--- src/rtl/route_pkg.sv ---
// Shared types and phase-selection helpers for the route_seq mux sequencer.
package route_pkg;

  // Widest beat count the helpers accept; callers zero-extend narrower lens.
  localparam int MAX_CNT_W = 16;

  typedef enum logic [1:0] {
    SEL_SRC0 = 2'b00,
    SEL_SRC1 = 2'b01,
    SEL_SRC2 = 2'b10,
    SEL_NONE = 2'b11
  } sel_t;

  typedef enum logic [2:0] {
    IDLE,
    SRC0,
    SRC1,
    SRC2,
    FIN
  } state_t;

  // First phase after 'state' whose length is nonzero; FIN when none remain.
  function automatic state_t next_phase(input state_t                 state,
                                        input logic [MAX_CNT_W-1:0] len0,
                                        input logic [MAX_CNT_W-1:0] len1,
                                        input logic [MAX_CNT_W-1:0] len2);
    state_t nxt;
    nxt = FIN;
    case (state)
      IDLE: begin
        if (len0 != '0)      nxt = SRC0;
        else if (len1 != '0) nxt = SRC1;
        else if (len2 != '0) nxt = SRC2;
      end
      SRC0: begin
        if (len1 != '0)      nxt = SRC1;
        else if (len2 != '0) nxt = SRC2;
      end
      SRC1: begin
        if (len2 != '0)      nxt = SRC2;
      end
      default: nxt = FIN;
    endcase
    return nxt;
  endfunction

  // Mux select that goes with a streaming phase.
  function automatic sel_t phase_sel(input state_t s);
    case (s)
      SRC0:    return SEL_SRC0;
      SRC1:    return SEL_SRC1;
      SRC2:    return SEL_SRC2;
      default: return SEL_NONE;
    endcase
  endfunction

endpackage

--- src/rtl/route_beat_counter.sv ---
// Up-counter with clear priority and an equality flag against a limit.
module route_beat_counter #(
  parameter int CNT_W = 10
) (
  input  logic             clk,
  input  logic             reset,
  input  logic             clr,
  input  logic             inc,
  input  logic [CNT_W-1:0] limit,
  output logic [CNT_W-1:0] cnt,
  output logic             at_limit
);

  logic [CNT_W-1:0] cnt_d, cnt_q;

  // Next count: clear wins over increment.
  always_comb begin
    cnt_d = cnt_q;
    if (clr)      cnt_d = '0;
    else if (inc) cnt_d = cnt_q + CNT_W'(1);
  end

  // Count register.
  always_ff @(posedge clk) begin
    if (reset) cnt_q <= '0;
    else       cnt_q <= cnt_d;
  end

  assign cnt      = cnt_q;
  assign at_limit = (cnt_q == limit);

endmodule

--- src/rtl/route_seq.sv ---
// Sequencer for the 3:1 word mux: streams len0/len1/len2 beats from sources
// 0/1/2 under valid/ready, with a registered sel/addr/last per beat.
// Optional build macro ROUTE_SEQ_REPEAT_EN adds a 'reps' input that repeats
// the whole pass back-to-back.
//
// state | meaning
// IDLE  | waiting for start, outputs quiet
// SRC0  | streaming source 0 (input pixels)
// SRC1  | streaming source 1 (hidden activations)
// SRC2  | streaming source 2 (bias/weights)
// FIN   | one cycle after the pass; done shown here (or on exit for empty pass)
module route_seq
  import route_pkg::*;
#(
  parameter int CNT_W = 10
) (
  input  logic             clk,
  input  logic             reset,
  input  logic             start,
  input  logic [CNT_W-1:0] len0,
  input  logic [CNT_W-1:0] len1,
  input  logic [CNT_W-1:0] len2,
`ifdef ROUTE_SEQ_REPEAT_EN
  input  logic [CNT_W-1:0] reps,
`endif
  input  logic             ready,
  output logic [1:0]       sel,
  output logic [CNT_W-1:0] addr,
  output logic             valid,
  output logic             last,
  output logic             busy,
  output logic             done
);

  state_t           state_q, state_d, nxt;
  sel_t             sel_q, sel_d;
  logic             valid_q, valid_d, last_q, last_d;
  logic             busy_q, busy_d, done_q, done_d;
  logic [CNT_W-1:0] len0_q, len0_d, len1_q, len1_d, len2_q, len2_d;
  logic [CNT_W-1:0] cur_len, addr_cnt, addr_limit;
  logic             addr_clr, addr_inc, addr_at_limit;
  logic             rep_last, rep_next_last, start_one_pass;

  // True when beat 'a' of phase 'p' is the final beat of the final pass.
  function automatic logic final_beat(input state_t p, input logic [CNT_W-1:0] a,
                                      input logic [CNT_W-1:0] l0, input logic [CNT_W-1:0] l1,
                                      input logic [CNT_W-1:0] l2, input logic rl);
    logic [CNT_W-1:0] lp;
    case (p)
      SRC0:    lp = l0;
      SRC1:    lp = l1;
      SRC2:    lp = l2;
      default: lp = '0;
    endcase
    return rl && (lp != '0) && (a == lp - CNT_W'(1)) &&
           (next_phase(p, MAX_CNT_W'(l0), MAX_CNT_W'(l1), MAX_CNT_W'(l2)) == FIN);
  endfunction

  // Length of the phase currently streaming.
  always_comb begin
    case (state_q)
      SRC0:    cur_len = len0_q;
      SRC1:    cur_len = len1_q;
      SRC2:    cur_len = len2_q;
      default: cur_len = '0;
    endcase
  end

  assign addr_limit = cur_len - CNT_W'(1);

  route_beat_counter #(.CNT_W(CNT_W)) u_addr (
    .clk      (clk),
    .reset    (reset),
    .clr      (addr_clr),
    .inc      (addr_inc),
    .limit    (addr_limit),
    .cnt      (addr_cnt),
    .at_limit (addr_at_limit)
  );

`ifdef ROUTE_SEQ_REPEAT_EN
  logic [CNT_W-1:0] reps_q, reps_d, reps_in_eff, rep_cnt, rep_limit;
  logic             rep_clr, rep_inc;

  // A request for zero repetitions still runs one pass.
  assign reps_in_eff    = (reps == '0) ? CNT_W'(1) : reps;
  assign start_one_pass = (reps_in_eff == CNT_W'(1));
  assign rep_limit      = reps_q - CNT_W'(1);
  assign rep_next_last  = ((rep_cnt + CNT_W'(1)) == rep_limit);

  route_beat_counter #(.CNT_W(CNT_W)) u_rep (
    .clk      (clk),
    .reset    (reset),
    .clr      (rep_clr),
    .inc      (rep_inc),
    .limit    (rep_limit),
    .cnt      (rep_cnt),
    .at_limit (rep_last)
  );
`else
  assign start_one_pass = 1'b1;
  assign rep_last       = 1'b1;
  assign rep_next_last  = 1'b1;
`endif

  // Next-state and next-output logic; outputs describe the beat shown next cycle.
  always_comb begin
    state_d  = state_q;
    sel_d    = sel_q;
    valid_d  = valid_q;
    last_d   = last_q;
    busy_d   = busy_q;
    done_d   = 1'b0;
    len0_d   = len0_q;
    len1_d   = len1_q;
    len2_d   = len2_q;
    addr_clr = 1'b0;
    addr_inc = 1'b0;
    nxt      = FIN;
`ifdef ROUTE_SEQ_REPEAT_EN
    reps_d   = reps_q;
    rep_clr  = 1'b0;
    rep_inc  = 1'b0;
`endif
    case (state_q)
      IDLE: begin
        valid_d = 1'b0;
        sel_d   = SEL_NONE;
        last_d  = 1'b0;
        busy_d  = 1'b0;
        if (start) begin
          len0_d   = len0;
          len1_d   = len1;
          len2_d   = len2;
          busy_d   = 1'b1;
          addr_clr = 1'b1;
`ifdef ROUTE_SEQ_REPEAT_EN
          reps_d   = reps_in_eff;
          rep_clr  = 1'b1;
`endif
          nxt     = next_phase(IDLE, MAX_CNT_W'(len0), MAX_CNT_W'(len1), MAX_CNT_W'(len2));
          state_d = nxt;
          if (nxt != FIN) begin
            valid_d = 1'b1;
            sel_d   = phase_sel(nxt);
            last_d  = final_beat(nxt, '0, len0, len1, len2, start_one_pass);
          end
        end
      end
      SRC0, SRC1, SRC2: begin
        if (valid_q && ready) begin
          if (!addr_at_limit) begin
            addr_inc = 1'b1;
            last_d   = final_beat(state_q, addr_cnt + CNT_W'(1), len0_q, len1_q, len2_q, rep_last);
          end else begin
            addr_clr = 1'b1;
            nxt = next_phase(state_q, MAX_CNT_W'(len0_q), MAX_CNT_W'(len1_q), MAX_CNT_W'(len2_q));
            if (nxt != FIN) begin
              state_d = nxt;
              sel_d   = phase_sel(nxt);
              last_d  = final_beat(nxt, '0, len0_q, len1_q, len2_q, rep_last);
            end else if (!rep_last) begin
`ifdef ROUTE_SEQ_REPEAT_EN
              rep_inc = 1'b1;
`endif
              nxt     = next_phase(IDLE, MAX_CNT_W'(len0_q), MAX_CNT_W'(len1_q), MAX_CNT_W'(len2_q));
              state_d = nxt;
              sel_d   = phase_sel(nxt);
              last_d  = final_beat(nxt, '0, len0_q, len1_q, len2_q, rep_next_last);
            end else begin
              state_d = FIN;
              valid_d = 1'b0;
              sel_d   = SEL_NONE;
              last_d  = 1'b0;
              busy_d  = 1'b0;
              done_d  = 1'b1;
            end
          end
        end
      end
      FIN: begin
        // An empty pass reaches FIN still busy, so done is raised on the way out.
        state_d = IDLE;
        valid_d = 1'b0;
        sel_d   = SEL_NONE;
        last_d  = 1'b0;
        done_d  = busy_q;
        busy_d  = 1'b0;
      end
      default: begin
        state_d = IDLE;
        valid_d = 1'b0;
        sel_d   = SEL_NONE;
        last_d  = 1'b0;
        busy_d  = 1'b0;
      end
    endcase
  end

  // State, latched lengths and registered outputs.
  always_ff @(posedge clk) begin
    if (reset) begin
      state_q <= IDLE;
      sel_q   <= SEL_NONE;
      valid_q <= 1'b0;
      last_q  <= 1'b0;
      busy_q  <= 1'b0;
      done_q  <= 1'b0;
      len0_q  <= '0;
      len1_q  <= '0;
      len2_q  <= '0;
`ifdef ROUTE_SEQ_REPEAT_EN
      reps_q  <= '0;
`endif
    end else begin
      state_q <= state_d;
      sel_q   <= sel_d;
      valid_q <= valid_d;
      last_q  <= last_d;
      busy_q  <= busy_d;
      done_q  <= done_d;
      len0_q  <= len0_d;
      len1_q  <= len1_d;
      len2_q  <= len2_d;
`ifdef ROUTE_SEQ_REPEAT_EN
      reps_q  <= reps_d;
`endif
    end
  end

  assign sel   = sel_q;
  assign addr  = addr_cnt;
  assign valid = valid_q;
  assign last  = last_q;
  assign busy  = busy_q;
  assign done  = done_q;

endmodule

--- config.mk ---
export PLATFORM = sky130hd
export DESIGN_NAME = route_seq
export DESIGN_NICKNAME = d
export VERILOG_FILES = /design/src/rtl/route_pkg.sv /design/src/rtl/route_beat_counter.sv /design/src/rtl/route_seq.sv
export SDC_FILE = /design/constraint.sdc
export NUM_CORES = 1
export LEC_CHECK = 0
export CAP_MARGIN = 15
export CORE_UTILIZATION = 50
export DETAILED_ROUTE_END_ITERATION = 10
export PLACE_DENSITY = 0.75
export SYNTH_ARGS = -nofsm -noshare
export SYNTH_HDL_FRONTEND = slang
export SYNTH_SLANG_ARGS = --single-unit
--- constraint.sdc ---
create_clock -name clk -period 3.55 [get_ports clk]
set_input_delay 0.5325 -clock clk [delete_from_list [all_inputs] [get_ports clk]]
set_output_delay 0.5325 -clock clk [all_outputs]
set_load 0.01 [all_outputs]
# Word level (Yosys, flattened, before mapping)

Cells that the tools add are included.

Bits in registers: 49
Input port bits: 34
Output and inout port bits: 16
Word-level logic and storage cells: 137

$add $sub $neg: 5
Equal/unequal tests: 21
Multiplexer cells: 74
Reduce and logical (&&, ||, !) cells: 27

Operators by type and width:

| cell                  | number |
|---|---|
| $mux 10               | 10 |
| $pmux 10 s3           | 3 |
| $reduce_bool 10->1    | 9 |
| $mux 3                | 25 |
| $sub 10x1->10 const B | 4 |
| $pmux 3 s3            | 3 |
| $eq 10x10->1          | 2 |
| $logic_not 10->1      | 2 |
| $mux 1                | 19 |
| $eq 3x2->1 const B    | 6 |
| $eq 3x3->1 const B    | 4 |
| $pmux 2 s3            | 2 |
| $add 10x1->10 const B | 1 |
| $mux 2                | 5 |
| $pmux 1 s2            | 5 |
| $eq 3x1->1 const B    | 3 |
| $logic_not 3->1       | 3 |
| $ne 2x2->1 const B    | 4 |
| $logic_and 1x1->1     | 7 |
| $ne 3x3->1 const B    | 2 |
| $pmux 3 s2            | 1 |
| $reduce_and 3->1      | 2 |
| $pmux 2 s2            | 1 |
| $reduce_and 2->1      | 2 |
| other kinds (2)       | 2 |

# Depth between registers and ports, before layout

Gate-level depths: netlist of run 1.

Word-level depth: 22
Gate-level depth with buffers: 14
Mapped depth without buffers: 10

# By module

From an unflattened synthesis of run 1, not the netlist that was laid out.

Cells, all modules: 417
Area total of the unflattened synthesis: 3,255.6 µm²

By module, submodules not included:

| module             | instances | cells each | area an instance (µm²) | sequential area each (µm²) |
|---|---|---|---|---|
| route_seq          | 1         | 353        | 2,683.8                | 780.7 |
| route_beat_counter | 1         | 64         | 571.8                  | 200.2 |

# Worst setup path after synthesis of run 1

Ideal clock, no wire load.

Path type: flip-flop to flip-flop
From: reg state_q[0]
To: reg sel_q[0] (netlist: sel[0])
Setup time: 0.122 ns
Arrival time: 2.646 ns
Required time: 3.428 ns
Setup slack: 0.782 ns
Stages on the path, launching flop included: 12
Path buffers: 1
Period minus slack after synthesis: 2.768 ns
Cell sequence: dfxtp_1 > buf_6 > mux2_4 > a32oi_2 > ha_1 > xnor2_1 > xnor2_1 > and3_1 > o2111ai_1 > and4bb_4 > a31oi_1 > o32a_1

Cells in the longest elaborated chain, start to end: 11
Elaborated cells between the ends (all ways): 24
Those cells by class: 1 x add/sub; 10 x eq/ne; 10 x mux; 3 x reduce/logical

RTL lines:

| what                                            | RTL line                                           | RTL |
|---|---|---|
| start, declared                                 | route_seq.sv:35                                    | `state_t state_q, state_d, nxt;` |
| start signal, assigned                          | route_seq.sv:216                                   | `state_q <= state_d;` |
| $eq 3x2->1, or another cell as far along        | route_pkg.sv:29, route_seq.sv:61, route_seq.sv:125 |  |
| $pmux 3 s3                                      | route_pkg.sv:29                                    | `case (state)` |
| $mux 3                                          | route_seq.sv:152                                   | `if (!addr_at_limit) begin` |
| $mux 3                                          | route_seq.sv:151                                   | `if (valid_q && ready) begin` |
| $mux 3                                          | route_seq.sv:125                                   | `case (state_q)` |
| $eq 3x2->1 / $eq 3x1->1 (equally long branches) | route_pkg.sv:49                                    | `case (s)` |
| $pmux 2 s3                                      | route_pkg.sv:49                                    |  |
| $mux 2                                          | route_seq.sv:158                                   | `if (nxt != FIN) begin` |
| $mux 2                                          | route_seq.sv:152                                   |  |
| $mux 2                                          | route_seq.sv:151                                   |  |
| $pmux 2 s2                                      | route_seq.sv:125                                   |  |
| end signal, assigned                            | route_seq.sv:217                                   | `sel_q <= sel_d;` |
| end, declared                                   | route_seq.sv:36                                    | `sel_t sel_q, sel_d;` |

Several ways; a longest one is shown, not always the timed one. The select of a mux whose other input is x is not followed.
A chain may end at the register's enable or synchronous reset.

# Final worst setup path of run 1

Same ends and word-level chain as after synthesis.

==> results of run 1 <==
==> logic make-up after synthesis <==
group | share of synthesized area
AO/OA/AOI/OAI | 0.229
flip-flops | 0.305
multiplexers | 0.0447
XOR/XNOR | 0.0598
adder cells (fa/ha/maj) | 0.00777
buffers and inverters | 0.0443
AND/OR/NAND/NOR | 0.310
==> cell type report <==
type                    instances  share of cell area
well taps                      75              0.0240
flip-flops and latches         49               0.252
clock buffers                   5              0.0176
clock inverters                 3              0.0176
multi-input cells             337               0.537
repair buffers                 60               0.147
inverters                       5             0.00481
==> flip-flops by register name, indices dropped and copies added, names as in the netlist <==
register / count
busy: 1
last: 1
len2_q: 10
state_q: 3
valid: 1
done: 1
u_addr.cnt: 10
len0_q: 10
sel: 2
len1_q: 10
==> worst max-delay path: cells and delay by family (launching register included) <==
| family | cells | cell delay (ns) |
|---|---|---|
| AOI/OAI and AO/OA | 4 | 0.89 |
| xor gates and xnor gates | 2 | 0.32 |
| adders and majority gates | 1 | 0.27 |
| DFF | 1 | 0.67 |
| muxes | 1 | 0.39 |
| and+or+nand+nor | 2 | 0.68 |
==> what timing repair did <==
item | CTS | global route
setup buffers | 0 | 0
hold endpoints to repair | 0 | 0
resized for setup | 0 | 1
endpoints found under the setup margin | 0 | 2
==> metal layers <==
metal,routed length (um),part of all wire,track usage,up-vias
li1,-,-,-,1606
met1,3970,0.47,0.356,1535
met2,4010,0.47,0.441,91
met3,385,0.045,0.0429,13
met4,117,0.014,0.0930,0
met5,0,0,0,-
==> worst min-delay path by stage <==
| stage | end | slack [ns] | cells past startpoint | startpoint |
|---|---|---|---|---|
| finish | len1_q[4]$_SDFFE_PP0P_ | 0.48 | 2 | len1_q[4]$_SDFFE_PP0P_ |
| global route | len1_q[4]$_SDFFE_PP0P_ | 0.50 | 2 | len1_q[4]$_SDFFE_PP0P_ |
| CTS | len2_q[8]$_SDFFE_PP0P_ | 0.48 | 2 | len2_q[8]$_SDFFE_PP0P_ |
| detailed placement | len2_q[8]$_SDFFE_PP0P_ | 0.47 | 2 | len2_q[8]$_SDFFE_PP0P_ |
| global placement | len0_q[5]$_SDFFE_PP0P_ | 0.47 | 2 | len0_q[5]$_SDFFE_PP0P_ |
| floorplan | len2_q[8]$_SDFFE_PP0P_ | 0.44 | 2 | len2_q[8]$_SDFFE_PP0P_ |
==> cells in the mapped netlist, types with 5 or more instances <==
cell type,n,area share
nand2_1,83,0.097
dfxtp_1,49,0.30
a21oi_1,40,0.062
nand3_1,28,0.044
clkbuf_1,19,0.022
nor2_1,19,0.022
nor4_1,15,0.029
xnor2_1,14,0.038
nor3_1,11,0.017
or4_1,9,0.021
o21ai_0,8,0.012
xor2_1,8,0.022
a21oi_2,7,0.019
a31o_1,7,0.019
or3_1,6,0.012
a32oi_1,5,0.014
a32oi_2,5,0.025
and3_1,5,0.0097
mux2_2,5,0.017
==> metrics by stage <==
| step | cell area, um2 | cells |
|---|---|---|
| 2_1_floorplan | 3220 | 416 |
| 3_3_place_gp | 3760 | 526 |
| 3_5_place_dp | 3760 | 526 |
| 4_1_cts | 3900 | 534 |
| 5_1_grt | 3900 | 534 |
| 6_report | 3900 | 534 |
==> power groups by stage <==
stage               Combinational [mW]  Sequential [mW]  Clock, mW
floorplan                        0.931            0.722          0
global placement                  1.18            0.770          0
detailed placement                1.19            0.772          0
CTS                               1.20            0.759      0.497
global route                      1.33            0.775      0.516
finish                            1.22            0.762      0.492
==> impl_results.md, run 1 <==
* Peak VDD IR at approximately 0.00032 V
* Final nets at 494
* Die Height at 82.3 um
* Cts bufs inserted at 5
* Pin count of the biggest net entering global routing at 32
* WL per Instance at between 15 and 20 um
* Avg Cell Area, Syn at 7.74 um2
* Initial antenna violation count at 0
* Post-synthesis cell count at 416
* Most common cell after layout, fill and taps aside: nand2_1
* Hold crit path type: flop to flop
* DR iter-0 viols at about 260
* Clock sink count at 49
* Synthesis Warnings at 0
* Crit path from: state_q[0]$_SDFFE_PP0P_
* Logic pwr share at 0.492
* Hold-fix buffers, CTS at 0
* Final Hold Slack at a little under 0.5 ns
* Synth Net Count at 452
* Post-synthesis sequential area ratio at 0.305
* Port bufs at a little under 50
* Worst R2R Path Depth at 10
* Synth Cell Area at roughly 0.0032 mm2
* Worst EP required at 3.76 ns
* Number of synthesized flops with an enable pin at 0
* Via Count at roughly 3200
* Worst slew pin tran at 0.727 ns
* H-Tree Depth at 2
* Area grow syn2layout at 21.2%
* Initial Util at 0.531
* Worst Setup EP: sel[0]$_SDFFE_PP1P_
* P_leak at ~1.4 nW
* # Max-Cap Violations at 0
* Slew HR at 0.511
* Worst-case clock buffer depth at 2
* DR vias/cell at between 6 and 7
* Final period utilization at 0.939
* Die area at 0.00677 mm2
* Setup Skew at 0.0137 ns
* 1st-pass router iterations at 7
* Core footprint at 0.00606 mm2
* Antenna viol nets, final at 0
* N_diodes at 0
* Worst path most repeated cell: xnor2_1
* Primary FF master, synth: dfxtp_1
* Most frequent cells in the layout: nand2_1 (83), clkdlybuf4s50_1 (49), dfxtp_1 (48)
* Status: complete, no violations
* Worst stage delay on the critical path at between 0.6 and 0.7 ns
* Die W at ~82 um
* FILL cells at 578
* Reg2reg end: sel[0]$_SDFFE_PP1P_
* Min Clock Period, post-route at 3.33 ns
* Synth Register Bits at between 40 and 50
* # IOs at 50
* Vias in the first global route at 2985
* Crit-path cells: mux2_1 > a32oi_2 > ha_1 > xnor2_1 > xnor2_1 > and3_1 > o2111ai_1 > and4bb_4 > a31oi_1 > o32a_1
* Pwr dens at approximately 630 mW/mm2
* Pre-CTS WS at 0.252 ns
* FF+latch area at around 980 um2
* Area of the multi-input gates at 0.00210 mm2
* Part of the power in registers at 0.309
* Routability Congestion at 0.945
* Routed Wire Length at 8.48 mm
* Pint at 1.45 mW
* Async SR Flop Fraction at 0
* Fmax at around 300 MHz
* GR Util All Layers at 0.269
* DR DRC count at 0
* Clk slew on worst S/H paths at 0.10 ns
* Critical path peak fanout at 12
* CP startpoint kind: flop
* Setup_tns at 0 ns
* Unrepaired setup endpoints after global routing: no
* Psw at 1.02 mW
* Slew Viols, Final at 0
* Number of distinct library cells after synthesis at 61
* Setup violators final at 0
* Worst r2r src: state_q[0]$_SDFFE_PP0P_
* Worst skew pair latency at 0.31 ns
* CP endpoint kind: flop
* Clock power frac at 0.199
* Root Buffer: clkbuf_8
* Switching Fraction at 0.413
* Layout cells sized above 1 at 0.124
* WS Path Type: flop to flop
* # rows at 28
* First-pass GRT wire length at 14.0 mm
* Final number of hold-violating endpoints at 0
* Slowest stage cell, crit path: dfxtp_1
* Total power at roughly 2.5 mW
* Layout Utilization at 0.644
* Final worst setup slack at 0.216 ns
* Critical Path AT at between 3 and 4 ns
* R2R Setup Slk at 0.22 ns
* GRT overflow at 0
* Post-DP HPWL at 6.47 mm
* TritonCTS clock tree: yes
Note: power is estimated with default switching activity, not from simulation.
==> inputs of run 2 (changes only) <==
- CTS_CLUSTER_DIAMETER: default -> 60
- CTS_CLUSTER_SIZE: default -> 28
==> results of run 2 <==
No change in the layout: final DEF, timing and power equal those of run 1.
